--- src/rtl/mbist_pkg.sv ---
// Shared types and the March C- element table for the MBIST controller and its compare unit.
package mbist_pkg;

  typedef enum logic [1:0] {IDLE, RUN, DRAIN, DONE} state_t;

  typedef enum logic [1:0] {OP_W0, OP_W1, OP_R0, OP_R1} march_op_t;

  typedef struct packed {
    logic      down;     // 1 = addresses run CAPACITY..0
    logic      two_ops;  // element performs op0 then op1 at each address
    march_op_t op0;
    march_op_t op1;
  } march_elem_t;

  localparam int MARCH_ELEMS  = 6;
  localparam int READ_LATENCY = 2;

  // March C-: up(w0); up(r0,w1); up(r1,w0); dn(r0,w1); dn(r1,w0); up(r0)
  localparam march_elem_t MARCH_TABLE [MARCH_ELEMS] = '{
    '{1'b0, 1'b0, OP_W0, OP_W0},
    '{1'b0, 1'b1, OP_R0, OP_W1},
    '{1'b0, 1'b1, OP_R1, OP_W0},
    '{1'b1, 1'b1, OP_R0, OP_W1},
    '{1'b1, 1'b1, OP_R1, OP_W0},
    '{1'b0, 1'b0, OP_R0, OP_R0}
  };

  function automatic logic op_is_write(input march_op_t op);
    return (op == OP_W0) || (op == OP_W1);
  endfunction

  // "1" ops use the inverted background
  function automatic logic op_inverted(input march_op_t op);
    return (op == OP_W1) || (op == OP_R1);
  endfunction

endpackage

--- src/rtl/mbist_cmp.sv ---
// Read-data checker: carries {valid, addr, expected} alongside each read for the read latency,
// then compares against mem_rdata and logs first failing address and a saturating fail count.
module mbist_cmp
  import mbist_pkg::*;
#(
  parameter int DATA_WIDTH = 8,
  parameter int ADDR_WIDTH = 4,
  parameter int CNT_WIDTH  = 8
) (
  input  logic                  clk,
  input  logic                  rst_n,
  input  logic                  clear,
  input  logic                  rd_valid,
  input  logic [ADDR_WIDTH-1:0] rd_addr,
  input  logic [DATA_WIDTH-1:0] rd_exp,
  input  logic [DATA_WIDTH-1:0] mem_rdata,
  output logic                  fail,
  output logic [ADDR_WIDTH-1:0] fail_addr,
  output logic [CNT_WIDTH-1:0]  fail_count
);

  localparam int LAST = READ_LATENCY - 1;

  logic                  valid_reg [READ_LATENCY];
  logic [ADDR_WIDTH-1:0] addr_reg  [READ_LATENCY];
  logic [DATA_WIDTH-1:0] exp_reg   [READ_LATENCY];
  logic                  mismatch;

  always_ff @(posedge clk or negedge rst_n) begin
    if (!rst_n) begin
      for (int i = 0; i < READ_LATENCY; i++) begin
        valid_reg[i] <= 1'b0;
        addr_reg[i]  <= '0;
        exp_reg[i]   <= '0;
      end
    end else begin
      valid_reg[0] <= rd_valid && !clear;
      addr_reg[0]  <= rd_addr;
      exp_reg[0]   <= rd_exp;
      for (int i = 1; i < READ_LATENCY; i++) begin
        valid_reg[i] <= valid_reg[i-1] && !clear;
        addr_reg[i]  <= addr_reg[i-1];
        exp_reg[i]   <= exp_reg[i-1];
      end
    end
  end

  // Case-inequality so undriven/unknown read data is reported as a failure
  assign mismatch = valid_reg[LAST] && (mem_rdata !== exp_reg[LAST]);

  always_ff @(posedge clk or negedge rst_n) begin
    if (!rst_n) begin
      fail       <= 1'b0;
      fail_addr  <= '0;
      fail_count <= '0;
    end else if (clear) begin
      fail       <= 1'b0;
      fail_addr  <= '0;
      fail_count <= '0;
    end else if (mismatch) begin
      fail <= 1'b1;
      if (!fail) fail_addr <= addr_reg[LAST];
      if (fail_count != {CNT_WIDTH{1'b1}}) fail_count <= fail_count + 1'b1;
    end
  end

endmodule

--- src/rtl/mbist_march_ctrl.sv ---
// March C- MBIST engine for a single-port test memory: GEN -> ISSUE pipeline plus read checker.
// Define MBIST_CHECKERBOARD_EN to append a second pass with a 0x55../0xAA.. background.
module mbist_march_ctrl
  import mbist_pkg::*;
#(
  parameter int DATA_WIDTH = 8,
  parameter int ADDR_WIDTH = 4,
  parameter int CAPACITY   = 15,
  parameter int CNT_WIDTH  = 8
) (
  input  logic                  clk,
  input  logic                  rst_n,
  input  logic                  start,
  output logic                  busy,
  output logic                  done,
  output logic                  fail,
  output logic [ADDR_WIDTH-1:0] fail_addr,
  output logic [CNT_WIDTH-1:0]  fail_count,
  output logic                  mem_write_read,
  output logic [ADDR_WIDTH-1:0] mem_address,
  output logic [DATA_WIDTH-1:0] mem_wdata,
  input  logic [DATA_WIDTH-1:0] mem_rdata
);

`ifdef MBIST_CHECKERBOARD_EN
  localparam int PASSES = 2;
`else
  localparam int PASSES = 1;
`endif
  // After the last GEN cycle: one GEN->ISSUE stage, the issue itself, then the read latency
  localparam int DRAIN_CYCLES = READ_LATENCY + 2;

  state_t                state_reg;
  logic [2:0]            elem_reg;
  logic [ADDR_WIDTH-1:0] addr_reg;
  logic                  op_idx_reg;
  logic                  pass_reg;
  logic [2:0]            drain_cnt_reg;

  logic                  gen_valid_reg;
  logic                  gen_write_reg;
  logic [ADDR_WIDTH-1:0] gen_addr_reg;
  logic [DATA_WIDTH-1:0] gen_data_reg;
  logic                  issue_rd_valid_reg;
  logic [DATA_WIDTH-1:0] issue_exp_reg;

  march_elem_t           cur_elem;
  march_elem_t           next_elem;
  logic [2:0]            next_elem_idx;
  march_op_t             gen_op;
  logic [DATA_WIDTH-1:0] background;
  logic [DATA_WIDTH-1:0] gen_data;
  logic                  last_op_in_addr;
  logic                  last_addr;
  logic                  last_elem;
  logic                  last_pass;
  logic                  accept;

`ifdef MBIST_CHECKERBOARD_EN
  logic [DATA_WIDTH-1:0] checker_bg;

  for (genvar gi = 0; gi < DATA_WIDTH; gi++) begin : g_checker
    assign checker_bg[gi] = ((gi % 2) == 0);
  end

  assign background = pass_reg ? checker_bg : '0;
`else
  assign background = '0;
`endif

  assign last_elem       = (elem_reg == 3'(MARCH_ELEMS - 1));
  assign next_elem_idx   = last_elem ? 3'd0 : elem_reg + 3'd1;
  assign cur_elem        = MARCH_TABLE[elem_reg];
  assign next_elem       = MARCH_TABLE[next_elem_idx];
  assign gen_op          = op_idx_reg ? cur_elem.op1 : cur_elem.op0;
  assign gen_data        = op_inverted(gen_op) ? ~background : background;
  assign last_op_in_addr = !cur_elem.two_ops || op_idx_reg;
  assign last_addr       = cur_elem.down ? (addr_reg == '0)
                                         : (addr_reg == ADDR_WIDTH'(CAPACITY));
  assign last_pass       = (pass_reg == 1'(PASSES - 1));
  assign accept          = start && ((state_reg == IDLE) || (state_reg == DONE));

  always_ff @(posedge clk or negedge rst_n) begin
    if (!rst_n) begin
      state_reg     <= IDLE;
      elem_reg      <= '0;
      addr_reg      <= '0;
      op_idx_reg    <= 1'b0;
      pass_reg      <= 1'b0;
      drain_cnt_reg <= '0;
      busy          <= 1'b0;
      done          <= 1'b0;
    end else begin
      case (state_reg)
        IDLE, DONE: begin
          if (start) begin
            state_reg  <= RUN;
            elem_reg   <= '0;
            addr_reg   <= '0;
            op_idx_reg <= 1'b0;
            pass_reg   <= 1'b0;
            busy       <= 1'b1;
            done       <= 1'b0;
          end
        end
        RUN: begin
          if (!last_op_in_addr) begin
            op_idx_reg <= 1'b1;
          end else begin
            op_idx_reg <= 1'b0;
            if (!last_addr) begin
              addr_reg <= cur_elem.down ? addr_reg - 1'b1 : addr_reg + 1'b1;
            end else if (!last_elem) begin
              elem_reg <= next_elem_idx;
              addr_reg <= next_elem.down ? ADDR_WIDTH'(CAPACITY) : '0;
            end else if (!last_pass) begin
              elem_reg <= '0;
              addr_reg <= '0;
              pass_reg <= 1'b1;
            end else begin
              state_reg     <= DRAIN;
              drain_cnt_reg <= '0;
            end
          end
        end
        DRAIN: begin
          if (drain_cnt_reg == 3'(DRAIN_CYCLES - 1)) begin
            state_reg <= DONE;
            busy      <= 1'b0;
            done      <= 1'b1;
          end else begin
            drain_cnt_reg <= drain_cnt_reg + 3'd1;
          end
        end
        default: state_reg <= IDLE;
      endcase
    end
  end

  // GEN registers wdata early; ISSUE puts op/address on the bus one cycle later
  always_ff @(posedge clk or negedge rst_n) begin
    if (!rst_n) begin
      gen_valid_reg      <= 1'b0;
      gen_write_reg      <= 1'b0;
      gen_addr_reg       <= '0;
      gen_data_reg       <= '0;
      mem_wdata          <= '0;
      mem_write_read     <= 1'b0;
      mem_address        <= '0;
      issue_rd_valid_reg <= 1'b0;
      issue_exp_reg      <= '0;
    end else begin
      gen_valid_reg <= (state_reg == RUN);
      if (state_reg == RUN) begin
        gen_write_reg <= op_is_write(gen_op);
        gen_addr_reg  <= addr_reg;
        gen_data_reg  <= gen_data;
        if (op_is_write(gen_op)) mem_wdata <= gen_data;
      end
      mem_write_read     <= gen_valid_reg && gen_write_reg;
      issue_rd_valid_reg <= gen_valid_reg && !gen_write_reg;
      if (gen_valid_reg) begin
        mem_address   <= gen_addr_reg;
        issue_exp_reg <= gen_data_reg;
      end
    end
  end

  mbist_cmp #(
    .DATA_WIDTH (DATA_WIDTH),
    .ADDR_WIDTH (ADDR_WIDTH),
    .CNT_WIDTH  (CNT_WIDTH)
  ) u_cmp (
    .clk        (clk),
    .rst_n      (rst_n),
    .clear      (accept),
    .rd_valid   (issue_rd_valid_reg),
    .rd_addr    (mem_address),
    .rd_exp     (issue_exp_reg),
    .mem_rdata  (mem_rdata),
    .fail       (fail),
    .fail_addr  (fail_addr),
    .fail_count (fail_count)
  );

endmodule

--- config.mk ---
export PLATFORM = sky130hd
export DESIGN_NAME = mbist_march_ctrl
export DESIGN_NICKNAME = d
export VERILOG_FILES = /design/src/rtl/mbist_pkg.sv /design/src/rtl/mbist_cmp.sv /design/src/rtl/mbist_march_ctrl.sv
export SDC_FILE = /design/constraint.sdc
export NUM_CORES = 1
export LEC_CHECK = 0
export ABC_AREA = 1
export ABC_CLOCK_PERIOD_IN_PS = 3390
export BUFFER_PORTS_ARGS = -buffer_cell sky130_fd_sc_hd__buf_2
export CAP_MARGIN = 15
export CORE_MARGIN = 5
export CORE_UTILIZATION = 55
export CTS_BUF_LIST = sky130_fd_sc_hd__clkbuf_4
export DETAILED_ROUTE_END_ITERATION = 10
export HOLD_SLACK_MARGIN = 0.03
export PLACE_DENSITY = 0.85
export SYNTH_ARGS = -nofsm -noshare
export SYNTH_HDL_FRONTEND = slang
export SYNTH_SLANG_ARGS = --single-unit
--- constraint.sdc ---
create_clock -name clk -period 3.39 [get_ports clk]
set_input_delay 0.678 -clock clk [delete_from_list [all_inputs] [get_ports clk]]
set_output_delay 0.678 -clock clk [all_outputs]
set_load 0.03 [all_outputs]
### Yosys cells after proc, flatten, opt, wreduce, memory -nomap -nowiden

Memory sizes are Yosys's and may differ from the RTL's.
Cells that the tools add are included.

* $add $sub $neg: 5
* multipliers: 0
* divide/modulo/power cells: 0
* order comparisons: 2
* eq/ne operators: 20
* shift-type cells: 0
* muxes and demuxes: 56
* bitwise logic cells: 2
* reductions and logical operators: 32

Operator list (number)
* $mux 4: 10
* $mux 3: 11
* $mux 8: 4
* $mux 6: 4
* $mux 2: 7
* $ne 2x2->1 const B: 7
* $mux 1: 12
* $pmux 3 s2: 2
* $reduce_and 6->1: 2
* $reduce_and 5->1: 2
* $reduce_bool 2->1: 5
* $add 8x1->8 const B: 1
* $ge 4x4->1 const B: 2
* $ne 8x8->1 const B: 1
* $nex 8x8->1: 1
* $not 3->4: 2
* $pmux 1 s2: 4
* $pmux 4 s2: 1
* $reduce_and 2->1: 4
* $add 3x1->3 const B: 2
* $eq 2x2->1 const B: 3
* $logic_and 1x1->1: 6
* $pmux 2 s3: 1
* $add 4x1->4 const B: 1
* 15 further kinds: 22

* bits in registers: 91
* bits in latches: 0
* bits in writable memories: 0
* memory bits (read-only): 96
* input port bits: 11
* output and inout port bits: 28
* logic and storage cells: 145
* memories: 2

Memory list
* (name not given): depth 8, width 6, read ports 1, clocked after memory_dff 0, wr ports 0, line mbist_march_ctrl.sv:74 `assign next_elem = MARCH_TABLE[next_elem_idx];`
* (name not given): depth 8, width 6, read ports 1, clocked after memory_dff 0, wr ports 0, line mbist_march_ctrl.sv:73 `assign cur_elem = MARCH_TABLE[elem_reg];`

### Logic depth before layout (Yosys ltp)

Gate-level depths: netlist (run 1).

* depth in word-level cells: 11
* gate-level depth with buffers: 13
* mapped depth without buffers: 12

### By module

From an unflattened synthesis (run 1), not the netlist that was laid out.

* cell total of the unflattened synthesis: 354
* area total of the unflattened synthesis: 3195.6 um^2

Modules (own cells, without submodules)
* mbist_march_ctrl: instances 1, cells each 200, area an instance 1637.8 um^2, sequential area each 750.7 um^2
* mbist_cmp: instances 1, cells each 154, area an instance 1557.7 um^2, sequential area each 975.9 um^2

### Worst setup path before layout (run 1)

Ideal clock, no wire load.

* path type: reg-to-reg
* start: register elem_reg[0]
* end: register addr_reg[3]
* setup time: 117 ps
* arrival: 1498 ps
* required time: 3273 ps
* slack: 1775 ps
* cell stages (with the launch flop): 13
* buffers on the path: 1
* clock period less this slack: 1615 ps
* path through: dfrtp_1 -> buf_4 -> nand2_2 -> nand2_2 -> nand2_2 -> inv_2 -> ha_1 -> nand3_1 -> nand3_1 -> nand3_1 -> nand3_1 -> nand3_1 -> nand2_1

* longest elaborated chain between the ends: 11
* elaborated cells between the ends (all ways): 23
* classes of those cells: 1 x add/sub; 3 x eq/ne; 12 x mux; 2 x bitwise; 3 x reduce/logical; 2 x memory

Ends and longest elaborated chain
* start: declaration: line mbist_march_ctrl.sv:34 `logic [2:0] elem_reg;`
* start signal: assignment: line mbist_march_ctrl.sv:114 `elem_reg <= next_elem_idx;`
* $add 3x1->3 or $eq 3x3->1 (tied branches): line mbist_march_ctrl.sv:72, mbist_march_ctrl.sv:71
* $mux 3: line mbist_march_ctrl.sv:72 `assign next_elem_idx = last_elem ? 3'd0 : elem_reg + 3'd1;`
* $not 3->4 (not written as such): line mbist_march_ctrl.sv:74
* $mem_v2 8x6
* $mux 6 (not written as such) (2 in series): line mbist_march_ctrl.sv:74
* $mux 4: line mbist_march_ctrl.sv:115 `addr_reg <= next_elem.down ? ADDR_WIDTH'(CAPACITY) : '0;`
* $mux 4: line mbist_march_ctrl.sv:113 `end else if (!last_elem) begin`
* $mux 4: line mbist_march_ctrl.sv:111 `if (!last_addr) begin`
* $mux 4: line mbist_march_ctrl.sv:107 `if (!last_op_in_addr) begin`
* $pmux 4 s2: line mbist_march_ctrl.sv:94 `case (state_reg)`
* end signal: assignment: line mbist_march_ctrl.sv:112 `addr_reg <= cur_elem.down ? addr_reg - 1'b1 : addr_reg + 1'b1;`
* end signal: assignment: line mbist_march_ctrl.sv:115
* end: declaration: line mbist_march_ctrl.sv:35 `logic [ADDR_WIDTH-1:0] addr_reg;`

Several ways; a longest one is shown, not always the timed one. The select of a mux whose other input is x is not followed.
A chain may end at the register's enable or synchronous reset.

### Final worst setup path (run 1)

* start: register state_reg[1]
* end: register elem_reg[0]

* longest elaborated chain between the ends: 4
* elaborated cells between the ends (all ways): 11
* classes of those cells: 6 x eq/ne; 1 x mux; 4 x reduce/logical

Ends and longest elaborated chain
* start: declaration: line mbist_march_ctrl.sv:33 `state_t state_reg;`
* start signal: assignment: line mbist_march_ctrl.sv:85 `state_reg <= IDLE;`
* start signal: assignment: line mbist_march_ctrl.sv:97 `state_reg <= RUN;`
* start signal: assignment: line mbist_march_ctrl.sv:121 `state_reg <= DRAIN;`
* $eq 2x2->1 or $logic_not 2->1 (tied branches): line mbist_march_ctrl.sv:94
* $reduce_or 2->1: line mbist_march_ctrl.sv:94
* $ne 2x2->1 (no source line) or $reduce_bool 2->1 (tied branches)
* $reduce_and 5->1 (no source line)

Several ways; a longest one is shown, not always the timed one.

==> results of run 1 <==
-- Yosys cell counts (2+ instances only) --
library cell	number	area, sq um
sky130_fd_sc_hd__nand2_2	10	62.6
sky130_fd_sc_hd__buf_4	9	67.6
sky130_fd_sc_hd__or2_2	3	18.8
sky130_fd_sc_hd__o21ai_1	9	45.0
sky130_fd_sc_hd__nor2_4	2	22.5
sky130_fd_sc_hd__nand2_1	97	364
sky130_fd_sc_hd__nand2_4	3	33.8
sky130_fd_sc_hd__clkbuf_1	2	7.51
sky130_fd_sc_hd__nand3_2	2	20.0
sky130_fd_sc_hd__nand4_1	7	43.8
sky130_fd_sc_hd__a21oi_1	7	35.0
sky130_fd_sc_hd__ha_1	8	100
sky130_fd_sc_hd__nor2_1	26	97.6
sky130_fd_sc_hd__o21ai_0	8	40.0
sky130_fd_sc_hd__inv_2	5	18.8
sky130_fd_sc_hd__dfrtp_1	55	1380
sky130_fd_sc_hd__o21ai_2	3	26.3
sky130_fd_sc_hd__xor2_1	5	43.8
sky130_fd_sc_hd__nor3_1	5	25.0
sky130_fd_sc_hd__inv_1	32	120
sky130_fd_sc_hd__nand3_1	18	90.1
sky130_fd_sc_hd__nand3b_1	2	15.0
sky130_fd_sc_hd__nand3_4	2	35.0
-- per-layer routing --
| layer | up-vias | GRT usage |
|---|---|---|
| li1 | 1096 | - |
| met1 | 1032 | 0.201 |
| met2 | 37 | 0.306 |
| met3 | 9 | 0.0310 |
| met4 | 0 | 0.0659 |
| met5 | - | 0 |
-- report_power, final --
| part | internal [mW] | switching, mW |
|---|---|---|
| clock | 0.152 | 0.188 |
| combinational | 0.379 | 0.889 |
| sequential | 0.866 | 0.168 |
| total | 1.40 | 1.24 |
-- critical path, stage by stage (launching register included) --
cell and delay (ps):
sky130_fd_sc_hd__dfrtp_1 430, sky130_fd_sc_hd__inv_1 90, sky130_fd_sc_hd__ha_1 540, sky130_fd_sc_hd__inv_2 190, sky130_fd_sc_hd__a21oi_2 210, sky130_fd_sc_hd__nand3_2 100
sky130_fd_sc_hd__nand2_2 100, sky130_fd_sc_hd__inv_2 60, sky130_fd_sc_hd__nand3_4 100, sky130_fd_sc_hd__nand2_1 70, sky130_fd_sc_hd__o21ai_1 80
-- area by class of cell --
type / instances / area [sq um] / share of cell area
Clock buffer: 5 / 37.5 / 0.0122
Timing Repair Buffer: 39 / 198 / 0.0643
Multi-Input combinational cell: 224 / 1200 / 0.389
Tap cell: 70 / 87.6 / 0.0285
Inverter: 37 / 139 / 0.0452
Clock inverter: 3 / 38.8 / 0.0126
Sequential cell: 55 / 1380 / 0.448
-- per-stage QoR --
stage          area (sq um)  hold WS, ps  setup WS, ps
2_1_floorplan          2790          331          1770
3_3_place_gp           3000          333          1450
3_5_place_dp           3000          336          1370
4_1_cts                3070          360          1320
5_1_grt                3070          377          1120
6_report               3070          357          1340
-- how the worst max path moves through the flow --
stage                                    end  slack (ps)
CTS                  addr_reg[1]$_DFFE_PN0P_        1320
floorplan            addr_reg[3]$_DFFE_PN0P_        1770
detailed placement   elem_reg[0]$_DFFE_PN0P_        1370
finish               elem_reg[0]$_DFFE_PN0P_        1340
global placement    state_reg[0]$_DFFE_PN0P_        1450
global route         addr_reg[1]$_DFFE_PN0P_        1120
-- logic make-up (layout without fill, tap and decap cells) --
kind of cell,Yosys count,after routing,share of synthesized area
and+or+nand+nor,180,180,0.305
DFF,55,55,0.493
buffers and inverters,49,84,0.0784
AOI/OAI and AO/OA,30,30,0.0654
adders and majority gates,9,9,0.0430
xor gates and xnor gates,5,5,0.0157
==> impl_metrics.prom, run 1 <==
# TYPE chip_impl_metric gauge
chip_impl_metric{name="die_y",unit="microns"} 81.3
chip_impl_metric{name="grt_max_degree",unit=""} 38
chip_impl_info{name="ys_dominant_reg_cell",value="sky130_fd_sc_hd__dfrtp_1"} 1
chip_impl_metric{name="synth_async_sr_flop_share",unit=""} 1.00
chip_impl_metric{name="drtAntennaViolNets",unit=""} 0
chip_impl_metric{name="wirelength",unit="microns"} 5020
chip_impl_metric{name="holdBufCountCts",unit=""} 0
chip_impl_metric{name="clkTransAtPathRegs",unit="ps"} 150
chip_impl_metric{name="place.detailed.instances",unit=""} 425
chip_impl_metric{name="min_path_cells",unit=""} 0
chip_impl_metric{name="cts_buffers",unit=""} 5
chip_impl_metric{name="die_width",unit="microns"} 81.3
chip_impl_metric{name="layoutNonFillerInstCount",unit=""} 433
chip_impl_metric{name="clock_latency",unit="ps"} 360
chip_impl_metric{name="num_antenna_cells",unit=""} 0
chip_impl_metric{name="totalNegativeSetupSlack",unit="ps"} 0
chip_impl_info{name="highest-signal-layer",value="met4"} 1
chip_impl_metric{name="dr.first_iter.drc_count",unit=""} 135
chip_impl_info{name="r2r-start",value="state_reg[1]$_DFFE_PN0P_"} 1
chip_impl_metric{name="dieArea",unit="sq um"} 6600
chip_impl_metric{name="critical_path_arrival",unit="ps"} 2350
chip_impl_metric{name="drc_errors_left",unit=""} 0
chip_impl_metric{name="ctsResizeCount",unit=""} 0
chip_impl_metric{name="layout-drive-gt1-share",unit=""} 0.220
chip_impl_info{name="worstSetupEndpointType",value="register"} 1
chip_impl_metric{name="finalHoldViolCount",unit=""} 0
chip_impl_info{name="worst_setup_sp_type",value="register"} 1
chip_impl_metric{name="yosysWarnings",unit=""} 0
chip_impl_metric{name="core_area",unit="sq um"} 5010
chip_impl_metric{name="wirelength_met1",unit="microns"} 2140
chip_impl_metric{name="total_power_per_unit_cell_area",unit="nW/um^2"} 859
chip_impl_metric{name="vias_in_the_first_global_route",unit=""} 2048
chip_impl_metric{name="synthesis.area_per_instance",unit="sq um"} 8.51
chip_impl_metric{name="post-route-period-util",unit=""} 0.604
chip_impl_metric{name="cts.sink_count",unit=""} 55
chip_impl_metric{name="p_leak",unit="nW"} 1.65
chip_impl_metric{name="antenna_violations_before_repair",unit=""} 0
chip_impl_metric{name="slew_at_the_pin_closest_to_its_max_slew_limit",unit="ps"} 796
chip_impl_metric{name="firstDrtPassIters",unit=""} 4
chip_impl_info{name="r2r_end",value="elem_reg[0]$_DFFE_PN0P_"} 1
chip_impl_metric{name="post_synth_design_cell_area",unit="sq um"} 2790
chip_impl_info{name="hold_path_class",value="reg2reg"} 1
chip_impl_info{name="min-delay-start",value="u_cmp.addr_reg[6]$_DFF_PN0_"} 1
chip_impl_metric{name="cts_max_path_buffers",unit=""} 2
chip_impl_metric{name="synth_nets",unit=""} 348
chip_impl_metric{name="initial_utilization",unit=""} 0.557
chip_impl_metric{name="met2_length",unit="microns"} 2580
chip_impl_metric{name="areaGrowthSynthToFinish",unit="%"} 10.1
chip_impl_metric{name="cp_max_fo",unit=""} 14
chip_impl_metric{name="r2r_cells",unit=""} 10
chip_impl_metric{name="gpl.final_weighted_congestion",unit=""} 0.839
chip_impl_metric{name="std_cell_rows",unit=""} 26
chip_impl_metric{name="post-dp-hpwl",unit="microns"} 3940
chip_impl_metric{name="achievable-frequency",unit="MHz"} 488
chip_impl_metric{name="final_cell_utilization_of_the_core",unit=""} 0.614
chip_impl_metric{name="finalSetupViolCount",unit=""} 0
chip_impl_info{name="layout.cells.most_common",value="sky130_fd_sc_hd__nand2_1"} 1
chip_impl_metric{name="fill_cells",unit=""} 464
chip_impl_metric{name="vdd.ir_drop.worst",unit="mV"} 0.489
chip_impl_metric{name="max_cap_violations",unit=""} 0
chip_impl_info{name="whs_endpoint",value="u_cmp.addr_reg[2]$_DFF_PN0_"} 1
chip_impl_metric{name="number_of_h_tree_levels",unit=""} 2
chip_impl_metric{name="rrSetupSlack",unit="ps"} 1340
chip_impl_metric{name="grt_first_pass_wirelength",unit="microns"} 8900
chip_impl_info{name="run_status",value="completed"} 1
chip_impl_metric{name="sequential_cell_area_fraction_in_the_yosys_report",unit=""} 0.493
chip_impl_metric{name="dr_total_vias",unit=""} 2174
chip_impl_info{name="most-common-layout-cells",value="sky130_fd_sc_hd__nand2_1, sky130_fd_sc_hd__dfrtp_1, sky130_fd_sc_hd__buf_2, sky130_fd_sc_hd__inv_1, sky130_fd_sc_hd__nor2_1"} 1
chip_impl_info{name="clockRootBuffer",value="sky130_fd_sc_hd__clkbuf_4"} 1
chip_impl_metric{name="avgRoutedWirePerCell",unit="microns"} 11.6
chip_impl_metric{name="vias_per_cell",unit=""} 5.02
chip_impl_metric{name="nets",unit=""} 382
chip_impl_info{name="crit_type",value="reg2reg"} 1
chip_impl_metric{name="fin_crit",unit="ps"} 2050
chip_impl_info{name="cts_tree",value="yes"} 1
chip_impl_metric{name="synth-edff-count",unit=""} 0
chip_impl_metric{name="cts.repair_timing.setup_buffer_count",unit=""} 0
chip_impl_metric{name="postSynthCellCount",unit=""} 328
chip_impl_info{name="setup_repair_after_global_routing_missed_its_margin",value="no"} 1
chip_impl_metric{name="power",unit="mW"} 2.64
chip_impl_metric{name="headroom_to_the_max_slew_limit",unit=""} 0.469
chip_impl_metric{name="yosys_register_bits",unit=""} 55
chip_impl_metric{name="grt-ovfl-total",unit=""} 0
chip_impl_metric{name="gr-usage-all-layers",unit=""} 0.171
chip_impl_metric{name="skew",unit="ps"} 16.0
chip_impl_metric{name="slew_viol_final",unit=""} 0
chip_impl_metric{name="netlist_cell_types",unit=""} 31
chip_impl_info{name="critical_path.startpoint",value="state_reg[1]$_DFFE_PN0P_"} 1
chip_impl_metric{name="place.port_buffers",unit=""} 38
chip_impl_metric{name="ios",unit=""} 39
chip_impl_metric{name="met3_length",unit="microns"} 218
chip_impl_metric{name="cp_data_required_time",unit="ps"} 3690
Note: power is estimated with default switching activity, not from simulation.
==> run 2, diff against run 1 <==
--- a/config.mk
+++ b/config.mk
@@ -5,16 +5,16 @@
 export SDC_FILE = /design/constraint.sdc
 export NUM_CORES = 1
 export LEC_CHECK = 0
-export ABC_AREA = 1
-export ABC_CLOCK_PERIOD_IN_PS = 3390
+export ABC_AREA = 0
+export ABC_CLOCK_PERIOD_IN_PS = 1850
 export BUFFER_PORTS_ARGS = -buffer_cell sky130_fd_sc_hd__buf_2
 export CAP_MARGIN = 15
 export CORE_MARGIN = 5
-export CORE_UTILIZATION = 55
+export CORE_UTILIZATION = 53
 export CTS_BUF_LIST = sky130_fd_sc_hd__clkbuf_4
 export DETAILED_ROUTE_END_ITERATION = 10
 export HOLD_SLACK_MARGIN = 0.03
-export PLACE_DENSITY = 0.85
+export PLACE_DENSITY = 0.86
 export SYNTH_ARGS = -nofsm -noshare
 export SYNTH_HDL_FRONTEND = slang
 export SYNTH_SLANG_ARGS = --single-unit
==> constraint.sdc (replaced) <==
create_clock -name clk -period 1.85 [get_ports clk]
set_input_delay 0.37 -clock clk [delete_from_list [all_inputs] [get_ports clk]]
set_output_delay 0.37 -clock clk [all_outputs]
set_load 0.03 [all_outputs]
==> run 2 against run 1 <==
Net effect: the flow now finishes with violations (setup timing); hold slack better by 14 ps; sequential share of layout area is 6.1 points lower; highest routed layer unchanged; largest power group unchanged; non-clock buffer count is 47 higher; cell count is 6.7% lower; utilization is 9.6 points higher; area after synthesis is 3.7% lower; via count is 6.8% higher; clock power is 69% higher; wire length is 37% higher; synthesized cell count is 22% lower.
==> impl_metrics.prom, run 2 <==
# TYPE chip_impl_metric gauge
chip_impl_metric{name="cts.sink_count",unit=""} 55
chip_impl_info{name="worstSetupEndpointType",value="register"} 1
chip_impl_metric{name="firstDrtPassIters",unit=""} 4
chip_impl_metric{name="cts_buffers",unit=""} 5
chip_impl_metric{name="synth.mux.area_fraction",unit=""} 0.0605
chip_impl_info{name="run_status",value="finished with violations"} 1
chip_impl_metric{name="skew",unit="ps"} 11.3
chip_impl_metric{name="dieArea",unit="sq um"} 6600
chip_impl_metric{name="cp_data_required_time",unit="ps"} 2140
chip_impl_metric{name="place.port_buffers",unit=""} 38
chip_impl_metric{name="synth_async_sr_flop_share",unit=""} 1.00
chip_impl_metric{name="num_antenna_cells",unit=""} 0
chip_impl_info{name="timing.critical_path.cells",value="and3b_1 -> or2_4 -> ha_4 -> a21o_1 -> a21oi_2 -> or3_1 -> a32oi_1 -> o22ai_1"} 1
chip_impl_metric{name="netlist_cell_types",unit=""} 51
chip_impl_metric{name="final_design_area_no_fill",unit="sq um"} 3560
chip_impl_metric{name="p_leak",unit="nW"} 1.71
chip_impl_info{name="yosysTopAreaCell",value="sky130_fd_sc_hd__dfrtp_1"} 1
chip_impl_metric{name="grt-ovfl-total",unit=""} 0
chip_impl_metric{name="layout_setup_ws",unit="ps"} -188
chip_impl_metric{name="vias_per_cell",unit=""} 5.75
chip_impl_metric{name="ios",unit=""} 39
chip_impl_info{name="hold_path_class",value="reg2reg"} 1
chip_impl_metric{name="wirelength",unit="microns"} 6880
chip_impl_info{name="worst_setup_sp_type",value="register"} 1
chip_impl_metric{name="layoutNonFillerInstCount",unit=""} 404
chip_impl_metric{name="drc_errors_left",unit=""} 0
chip_impl_metric{name="yosysTopAreaCellShare",unit=""} 0.512
chip_impl_metric{name="initial_utilization",unit=""} 0.537
chip_impl_metric{name="achievable-frequency",unit="MHz"} 491
chip_impl_metric{name="dr_total_vias",unit=""} 2321
chip_impl_metric{name="vias_in_the_first_global_route",unit=""} 2212
chip_impl_metric{name="yosys_register_bits",unit=""} 55
chip_impl_metric{name="compound_gate_fraction_of_synth_area",unit=""} 0.135
chip_impl_metric{name="finalHoldViolCount",unit=""} 0
chip_impl_metric{name="grt_first_pass_wirelength",unit="microns"} 10600
chip_impl_info{name="ys_top_cells_by_area",value="sky130_fd_sc_hd__dfrtp_1, sky130_fd_sc_hd__mux2_2, sky130_fd_sc_hd__ha_1"} 1
chip_impl_metric{name="synthXorXnorAreaFrac",unit=""} 0.00977
chip_impl_info{name="synthMostInstantiatedCell",value="sky130_fd_sc_hd__dfrtp_1"} 1
chip_impl_metric{name="final_cell_utilization_of_the_core",unit=""} 0.710
chip_impl_info{name="crit_type",value="reg2reg"} 1
chip_impl_metric{name="synthSimpleGateAreaFrac",unit=""} 0.187
chip_impl_metric{name="critical_path_arrival",unit="ps"} 2330
chip_impl_metric{name="dr.first_iter.drc_count",unit=""} 148
chip_impl_metric{name="die_width",unit="microns"} 81.2
chip_impl_metric{name="number_of_h_tree_levels",unit=""} 2
chip_impl_metric{name="post_synth_design_cell_area",unit="sq um"} 2690
chip_impl_metric{name="layout-drive-gt1-share",unit=""} 0.434
chip_impl_info{name="layout.cells.most_common",value="sky130_fd_sc_hd__dfrtp_1"} 1
chip_impl_metric{name="core_area",unit="sq um"} 5010
chip_impl_metric{name="cts_max_path_buffers",unit=""} 2
chip_impl_metric{name="vdd.ir_drop.worst",unit="mV"} 0.631
chip_impl_metric{name="sequential_cell_area_fraction_in_the_yosys_report",unit=""} 0.512
chip_impl_metric{name="avgRoutedWirePerCell",unit="microns"} 17.0
chip_impl_metric{name="antenna_violations_before_repair",unit=""} 0
chip_impl_metric{name="clock_latency",unit="ps"} 400
chip_impl_metric{name="place_area",unit="sq um"} 3230
chip_impl_info{name="synth_top_family_by_area",value="simple AND/OR/NAND/NOR gates"} 1
chip_impl_metric{name="slowest_delay",unit="ps"} 430
chip_impl_metric{name="max_cap_violations",unit=""} 0
chip_impl_info{name="clockRootBuffer",value="sky130_fd_sc_hd__clkbuf_4"} 1
chip_impl_metric{name="post_synth_fa_ha_maj_area_fraction",unit=""} 0.0447
chip_impl_metric{name="headroom_to_the_max_slew_limit",unit=""} 0.556
chip_impl_metric{name="finalSetupViolCount",unit=""} 8
chip_impl_metric{name="grt_max_degree",unit=""} 56
chip_impl_metric{name="gpl.final_weighted_congestion",unit=""} 0.882
chip_impl_metric{name="post-route-period-util",unit=""} 1.10
chip_impl_metric{name="fin_crit",unit="ps"} 2040
chip_impl_info{name="ys_top_cells_by_count",value="sky130_fd_sc_hd__dfrtp_1, sky130_fd_sc_hd__nand2_1, sky130_fd_sc_hd__nor2_1"} 1
chip_impl_metric{name="postSynthCellCount",unit=""} 256
chip_impl_info{name="cts_tree",value="yes"} 1
chip_impl_metric{name="slew_viol_final",unit=""} 0
chip_impl_metric{name="place.detailed.instances",unit=""} 387
chip_impl_info{name="violations",value="setup timing"} 1
chip_impl_metric{name="synth-edff-count",unit=""} 0
chip_impl_metric{name="post-dp-hpwl",unit="microns"} 4280
chip_impl_info{name="ys_dominant_reg_cell",value="sky130_fd_sc_hd__dfrtp_1"} 1
chip_impl_info{name="most-common-layout-cells",value="sky130_fd_sc_hd__dfrtp_1, sky130_fd_sc_hd__buf_4, sky130_fd_sc_hd__buf_2, sky130_fd_sc_hd__nand2_1, sky130_fd_sc_hd__nor2_1"} 1
chip_impl_metric{name="nets",unit=""} 353
chip_impl_metric{name="gr-usage-all-layers",unit=""} 0.210
chip_impl_metric{name="yosysWarnings",unit=""} 0
chip_impl_metric{name="std_cell_rows",unit=""} 26
chip_impl_metric{name="synth_nets",unit=""} 276
chip_impl_metric{name="total_power_per_unit_cell_area",unit="nW/um^2"} 1230
chip_impl_metric{name="clkTransAtPathRegs",unit="ps"} 170
chip_impl_info{name="setup_repair_after_global_routing_missed_its_margin",value="yes"} 1
chip_impl_metric{name="cp_max_fo",unit=""} 5
chip_impl_metric{name="drtAntennaViolNets",unit=""} 0
chip_impl_metric{name="synthesis.area_per_instance",unit="sq um"} 10.5
chip_impl_metric{name="areaGrowthSynthToFinish",unit="%"} 32.2
chip_impl_metric{name="die_y",unit="microns"} 81.2
chip_impl_info{name="timing.critical_path.slowest_stage_cell",value="sky130_fd_sc_hd__dfrtp_1"} 1
chip_impl_metric{name="slew_at_the_pin_closest_to_its_max_slew_limit",unit="ps"} 661
==> run 2: cell count changes after synthesis, moves of 6 or more <==
cell                      before  now
sky130_fd_sc_hd__nand3_1      18   10
sky130_fd_sc_hd__mux2_2        0   10
sky130_fd_sc_hd__inv_1        32   12
sky130_fd_sc_hd__o21ai_1       9    0
sky130_fd_sc_hd__a21oi_1       7   13
sky130_fd_sc_hd__nand2_2      10    0
sky130_fd_sc_hd__nand2_1      97   21
sky130_fd_sc_hd__o21ai_0       8   16
sky130_fd_sc_hd__nor2_1       26   20
==> run 2: path summary, 6_finish.rpt <==
kind | cells past startpoint | slack (ps) | to | start
hold / removal | 0 | 370 | u_cmp.addr_reg[2]$_DFF_PN0_ | u_cmp.addr_reg[6]$_DFF_PN0_
setup / recovery | 8 | -190 | addr_reg[3]$_DFFE_PN0P_ | elem_reg[0]$_DFFE_PN0P_
min in group asynchronous | 3 | 480 | drain_cnt_reg[0]$_DFFE_PN0P_ | rst_n
setup reg to reg | 8 | -190 | addr_reg[3]$_DFFE_PN0P_ | elem_reg[0]$_DFFE_PN0P_
max in group asynchronous | 3 | 1140 | u_cmp.addr_reg[6]$_DFF_PN0_ | rst_n
hold reg to reg | 0 | 370 | u_cmp.addr_reg[2]$_DFF_PN0_ | u_cmp.addr_reg[6]$_DFF_PN0_
==> run 2: cell type report <==
class,instances,area (sq um)
timing repair buffer,86,597
tap,70,87.6
fill,347,1450
clock buffer,5,37.5
multi-input combinational,173,1380
clock inverter,3,27.5
sequential,55,1380
inverter,12,47.5
==> run 2: critical path, delay by kind of cell (launching register included) <==
| family | cells | cell delay, ps |
|---|---|---|
| adders and majority gates | 1 | 270 |
| and+or+nand+nor | 3 | 770 |
| AOI/OAI and AO/OA | 4 | 450 |
| DFF | 1 | 430 |
==> run 2: routing by layer <==
layer / up-vias / wire, microns / track usage
met2: 108 / 3570 / 0.378
met4: 0 / 165 / 0.0743
met5: - / 0 / 0
met1: 1144 / 2700 / 0.251
li1: 1046 / - / -
met3: 23 / 440 / 0.0355
==> run 2: cell families (layout without fill, tap and decap cells) <==
family                     after synthesis  after routing
and+or+nand+nor                         95             95
DFF                                     55             55
AOI/OAI and AO/OA                       51             51
buffers and inverters                   28            106
muxes                                   15             15
adders and majority gates                9              9
xor gates and xnor gates                 3              3
==> run 2: where the power goes <==
part           internal [mW]  switching [mW]
clock network          0.161           0.416
registers               1.42           0.155
logic                   1.09            1.13
==> run 2: what timing repair did <==
| action | in CTS | in global routing |
|---|---|---|
| resized for setup | 27 | 20 |
| hold endpoints to repair | 55 | 0 |
| buffers inserted | 5 | 6 |
| pin swaps | 9 | 10 |
| setup endpoints to repair | 12 | 12 |
| hold buffers | 1 | 0 |
==> run 2: metrics by stage <==
| stage | hold WS (ps) | total power, mW | setup TNS (ps) | setup WS (ps) |
|---|---|---|---|---|
| 2_1_floorplan | 74.4 | 2.58 | -341 | -249 |
| 3_3_place_gp | 334 | 3.11 | -1610 | -122 |
| 3_5_place_dp | 336 | 3.20 | -2580 | -238 |
| 4_1_cts | 371 | 4.12 | -313 | -166 |
| 5_1_grt | 378 | 4.59 | -1170 | -243 |
| 6_report | 371 | 4.38 | -657 | -188 |
==> run 3, diff against run 2 <==
--- a/config.mk
+++ b/config.mk
@@ -8,7 +8,7 @@
 export ABC_AREA = 0
 export ABC_CLOCK_PERIOD_IN_PS = 1850
 export BUFFER_PORTS_ARGS = -buffer_cell sky130_fd_sc_hd__buf_2
-export CAP_MARGIN = 15
+export CAP_MARGIN = 20
 export CORE_MARGIN = 5
 export CORE_UTILIZATION = 53
 export CTS_BUF_LIST = sky130_fd_sc_hd__clkbuf_4
==> constraint.sdc (replaced) <==
create_clock -name clk -period 1.85 [get_ports clk]
set_input_delay 0.0925 -clock clk [delete_from_list [all_inputs] [get_ports clk]]
set_output_delay 0.0925 -clock clk [all_outputs]
set_load 0.03 [all_outputs]
==> run 3 against run 2 <==
Net effect: the run still ends with setup timing left; clock skew fell by 0.77 ps; utilization fell by 2.5 points; via count fell by 0.34%; combinational power fell by 13%; clock-buffer cell count did not move; final area fell by 3.5%; non-clock buffer count fell by 7; register-to-register slack barely moved; wire length rose by 1.2%; sequential power barely moved; die area did not move; critical path type unchanged; largest cell class is now flip-flops and latches; largest power group unchanged.
==> impl_metrics.prom, run 3 (synthesis results as in run 2) <==
# TYPE chip_impl_metric gauge
chip_impl_info{name="run_status",value="finished with violations"} 1
chip_impl_info{name="violations",value="setup timing"} 1
chip_impl_metric{name="achievable-frequency",unit="MHz"} 491
chip_impl_metric{name="std_cell_rows",unit=""} 26
chip_impl_metric{name="slew_at_the_pin_closest_to_its_max_slew_limit",unit="ps"} 684
chip_impl_metric{name="post-dp-hpwl",unit="microns"} 4320
chip_impl_metric{name="die_width",unit="microns"} 81.2
chip_impl_metric{name="core_area",unit="sq um"} 5010
chip_impl_metric{name="post-route-period-util",unit=""} 1.10
chip_impl_metric{name="drc_errors_left",unit=""} 0
chip_impl_metric{name="cts.sink_count",unit=""} 55
chip_impl_metric{name="fill_cells",unit=""} 378
chip_impl_metric{name="layout-drive-gt1-share",unit=""} 0.398
chip_impl_metric{name="slew_viol_final",unit=""} 0
chip_impl_metric{name="finalSetupViolCount",unit=""} 8
chip_impl_metric{name="grt_max_degree",unit=""} 56
chip_impl_metric{name="dr_total_vias",unit=""} 2313
chip_impl_info{name="clockRootBuffer",value="sky130_fd_sc_hd__clkbuf_4"} 1
chip_impl_metric{name="dieArea",unit="sq um"} 6600
chip_impl_info{name="worst_setup_sp_type",value="register"} 1
chip_impl_metric{name="gpl.final_weighted_congestion",unit=""} 0.880
chip_impl_metric{name="vdd.ir_drop.worst",unit="mV"} 0.479
chip_impl_metric{name="place_area",unit="sq um"} 3200
chip_impl_metric{name="wirelength",unit="microns"} 6960
chip_impl_metric{name="clkTransAtPathRegs",unit="ps"} 170
chip_impl_info{name="hold_path_class",value="in2reg"} 1
chip_impl_metric{name="p_leak",unit="nW"} 1.66
chip_impl_metric{name="gr-usage-all-layers",unit=""} 0.199
chip_impl_metric{name="fin_crit",unit="ps"} 2040
chip_impl_metric{name="area_taken_by_multi_input_logic_gates",unit="sq um"} 1330
chip_impl_metric{name="cp_max_fo",unit=""} 5
chip_impl_metric{name="vias_in_the_first_global_route",unit=""} 2273
chip_impl_metric{name="headroom_to_the_max_slew_limit",unit=""} 0.541
chip_impl_info{name="most-common-layout-cells",value="sky130_fd_sc_hd__dfrtp_1, sky130_fd_sc_hd__buf_2, sky130_fd_sc_hd__buf_4, sky130_fd_sc_hd__nand2_1, sky130_fd_sc_hd__nor2_1"} 1
chip_impl_metric{name="cp_data_required_time",unit="ps"} 2120
chip_impl_metric{name="total_power_per_unit_cell_area",unit="nW/um^2"} 1190
chip_impl_metric{name="grt_first_pass_wirelength",unit="microns"} 10200
chip_impl_metric{name="grt-ovfl-total",unit=""} 0
chip_impl_info{name="setup_repair_after_global_routing_missed_its_margin",value="yes"} 1
chip_impl_metric{name="firstDrtPassIters",unit=""} 4
chip_impl_metric{name="initial_utilization",unit=""} 0.537
chip_impl_metric{name="vias_per_cell",unit=""} 5.83
chip_impl_metric{name="ios",unit=""} 39
chip_impl_info{name="cts_tree",value="yes"} 1
chip_impl_metric{name="antenna_violations_before_repair",unit=""} 0
chip_impl_metric{name="drtAntennaViolNets",unit=""} 0
chip_impl_metric{name="num_antenna_cells",unit=""} 0
chip_impl_info{name="layout.cells.most_common",value="sky130_fd_sc_hd__dfrtp_1"} 1
chip_impl_metric{name="nets",unit=""} 346
chip_impl_metric{name="dp_slack",unit="ps"} -194
chip_impl_metric{name="skew",unit="ps"} 10.5
chip_impl_metric{name="avgRoutedWirePerCell",unit="microns"} 17.5
chip_impl_metric{name="die_y",unit="microns"} 81.2
chip_impl_info{name="crit_type",value="reg2reg"} 1
chip_impl_metric{name="cts_buffers",unit=""} 5
chip_impl_metric{name="fin_hold_ws",unit="ps"} 211
chip_impl_metric{name="max_cap_violations",unit=""} 0
chip_impl_metric{name="rrSetupSlack",unit="ps"} -190
chip_impl_metric{name="dr.first_iter.drc_count",unit=""} 153
chip_impl_metric{name="final_design_area_no_fill",unit="sq um"} 3430
chip_impl_info{name="worstSetupEndpointType",value="register"} 1
chip_impl_metric{name="critical_path_arrival",unit="ps"} 2310
chip_impl_metric{name="layout_setup_ws",unit="ps"} -186
chip_impl_metric{name="cts_max_path_buffers",unit=""} 2
chip_impl_metric{name="power",unit="mW"} 4.09
chip_impl_metric{name="clock_latency",unit="ps"} 380
chip_impl_metric{name="final_cell_utilization_of_the_core",unit=""} 0.685
chip_impl_metric{name="finalHoldViolCount",unit=""} 0
chip_impl_metric{name="areaGrowthSynthToFinish",unit="%"} 27.6
chip_impl_metric{name="number_of_h_tree_levels",unit=""} 2
chip_impl_metric{name="place.port_buffers",unit=""} 38
chip_impl_metric{name="register_area",unit="sq um"} 1380
-- run 3: cell count changes in the layout (fill, tap and decap cells not counted), moves of 2 or more --
cell,before,now
sky130_fd_sc_hd__buf_6,5,8
sky130_fd_sc_hd__buf_4,40,32
sky130_fd_sc_hd__o21ai_0,10,12
sky130_fd_sc_hd__buf_12,2,0
sky130_fd_sc_hd__o21ai_2,2,0
sky130_fd_sc_hd__ha_4,4,2
sky130_fd_sc_hd__inv_1,8,10
-- run 3: through the flow --
| stage | cells | TNS [ps] |
|---|---|---|
| floorplan | 256 | -341 |
| global placement | 384 | -361 |
| global route | 397 | -991 |
| CTS | 396 | -251 |
| detailed placement | 384 | -865 |
| finish | 397 | -484 |
-- run 3: routing by layer --
layer	wire, microns	track usage	vias to the layer above
li1	-	-	1036
met1	2590	0.224	1119
met2	3470	0.370	117
met3	493	0.0377	41
met4	406	0.0760	0
met5	0	0	-
-- run 3: cell type report --
| type | instances | share of cell area |
|---|---|---|
| multi-input combinational | 173 | 0.387 |
| tap | 70 | 0.0255 |
| clock inverter | 3 | 0.00802 |
| sequential | 55 | 0.401 |
| timing repair buffer | 79 | 0.155 |
| inverter | 12 | 0.0131 |
| clock buffer | 5 | 0.0109 |
-- run 3: what timing repair did --
action / 4_1_cts / 5_1_grt
pin swaps: 4 / 5
setup endpoints to repair: 12 / 12
resized for setup: 10 / 24
hold buffers: 1 / 0
hold endpoints to repair: 55 / 0
setup buffers: 3 / 2
-- run 3: report_power, final --
group | internal (mW) | leakage, nW | switching [mW] | total, mW
combinational | 0.912 | 0.893 | 1.02 | 1.93
sequential | 1.42 | 0.734 | 0.164 | 1.59
clock | 0.161 | 0.0333 | 0.409 | 0.570
-- run 3: final timing paths --
kind / from / end / cells after the start
min in group asynchronous: rst_n / u_cmp.fail_count[2]$_DFFE_PN0P_ / 3
setup reg to reg: elem_reg[0]$_DFFE_PN0P_ / addr_reg[3]$_DFFE_PN0P_ / 8
setup / recovery: elem_reg[0]$_DFFE_PN0P_ / addr_reg[3]$_DFFE_PN0P_ / 8
hold reg to reg: u_cmp.addr_reg[5]$_DFF_PN0_ / u_cmp.addr_reg[1]$_DFF_PN0_ / 0
hold / removal: start / u_cmp.fail_count[4]$_DFFE_PN0P_ / 4
max in group asynchronous: rst_n / drain_cnt_reg[0]$_DFFE_PN0P_ / 3
-- run 3: worst max-delay path, cell delays in order (launching register included) --
cell and delay (ps):
sky130_fd_sc_hd__dfrtp_1 430, sky130_fd_sc_hd__and3b_1 200, sky130_fd_sc_hd__or2_4 270, sky130_fd_sc_hd__ha_4 260
sky130_fd_sc_hd__a21o_1 110, sky130_fd_sc_hd__a21oi_2 50, sky130_fd_sc_hd__or3_1 320, sky130_fd_sc_hd__a32oi_1 190
sky130_fd_sc_hd__o22ai_1 90
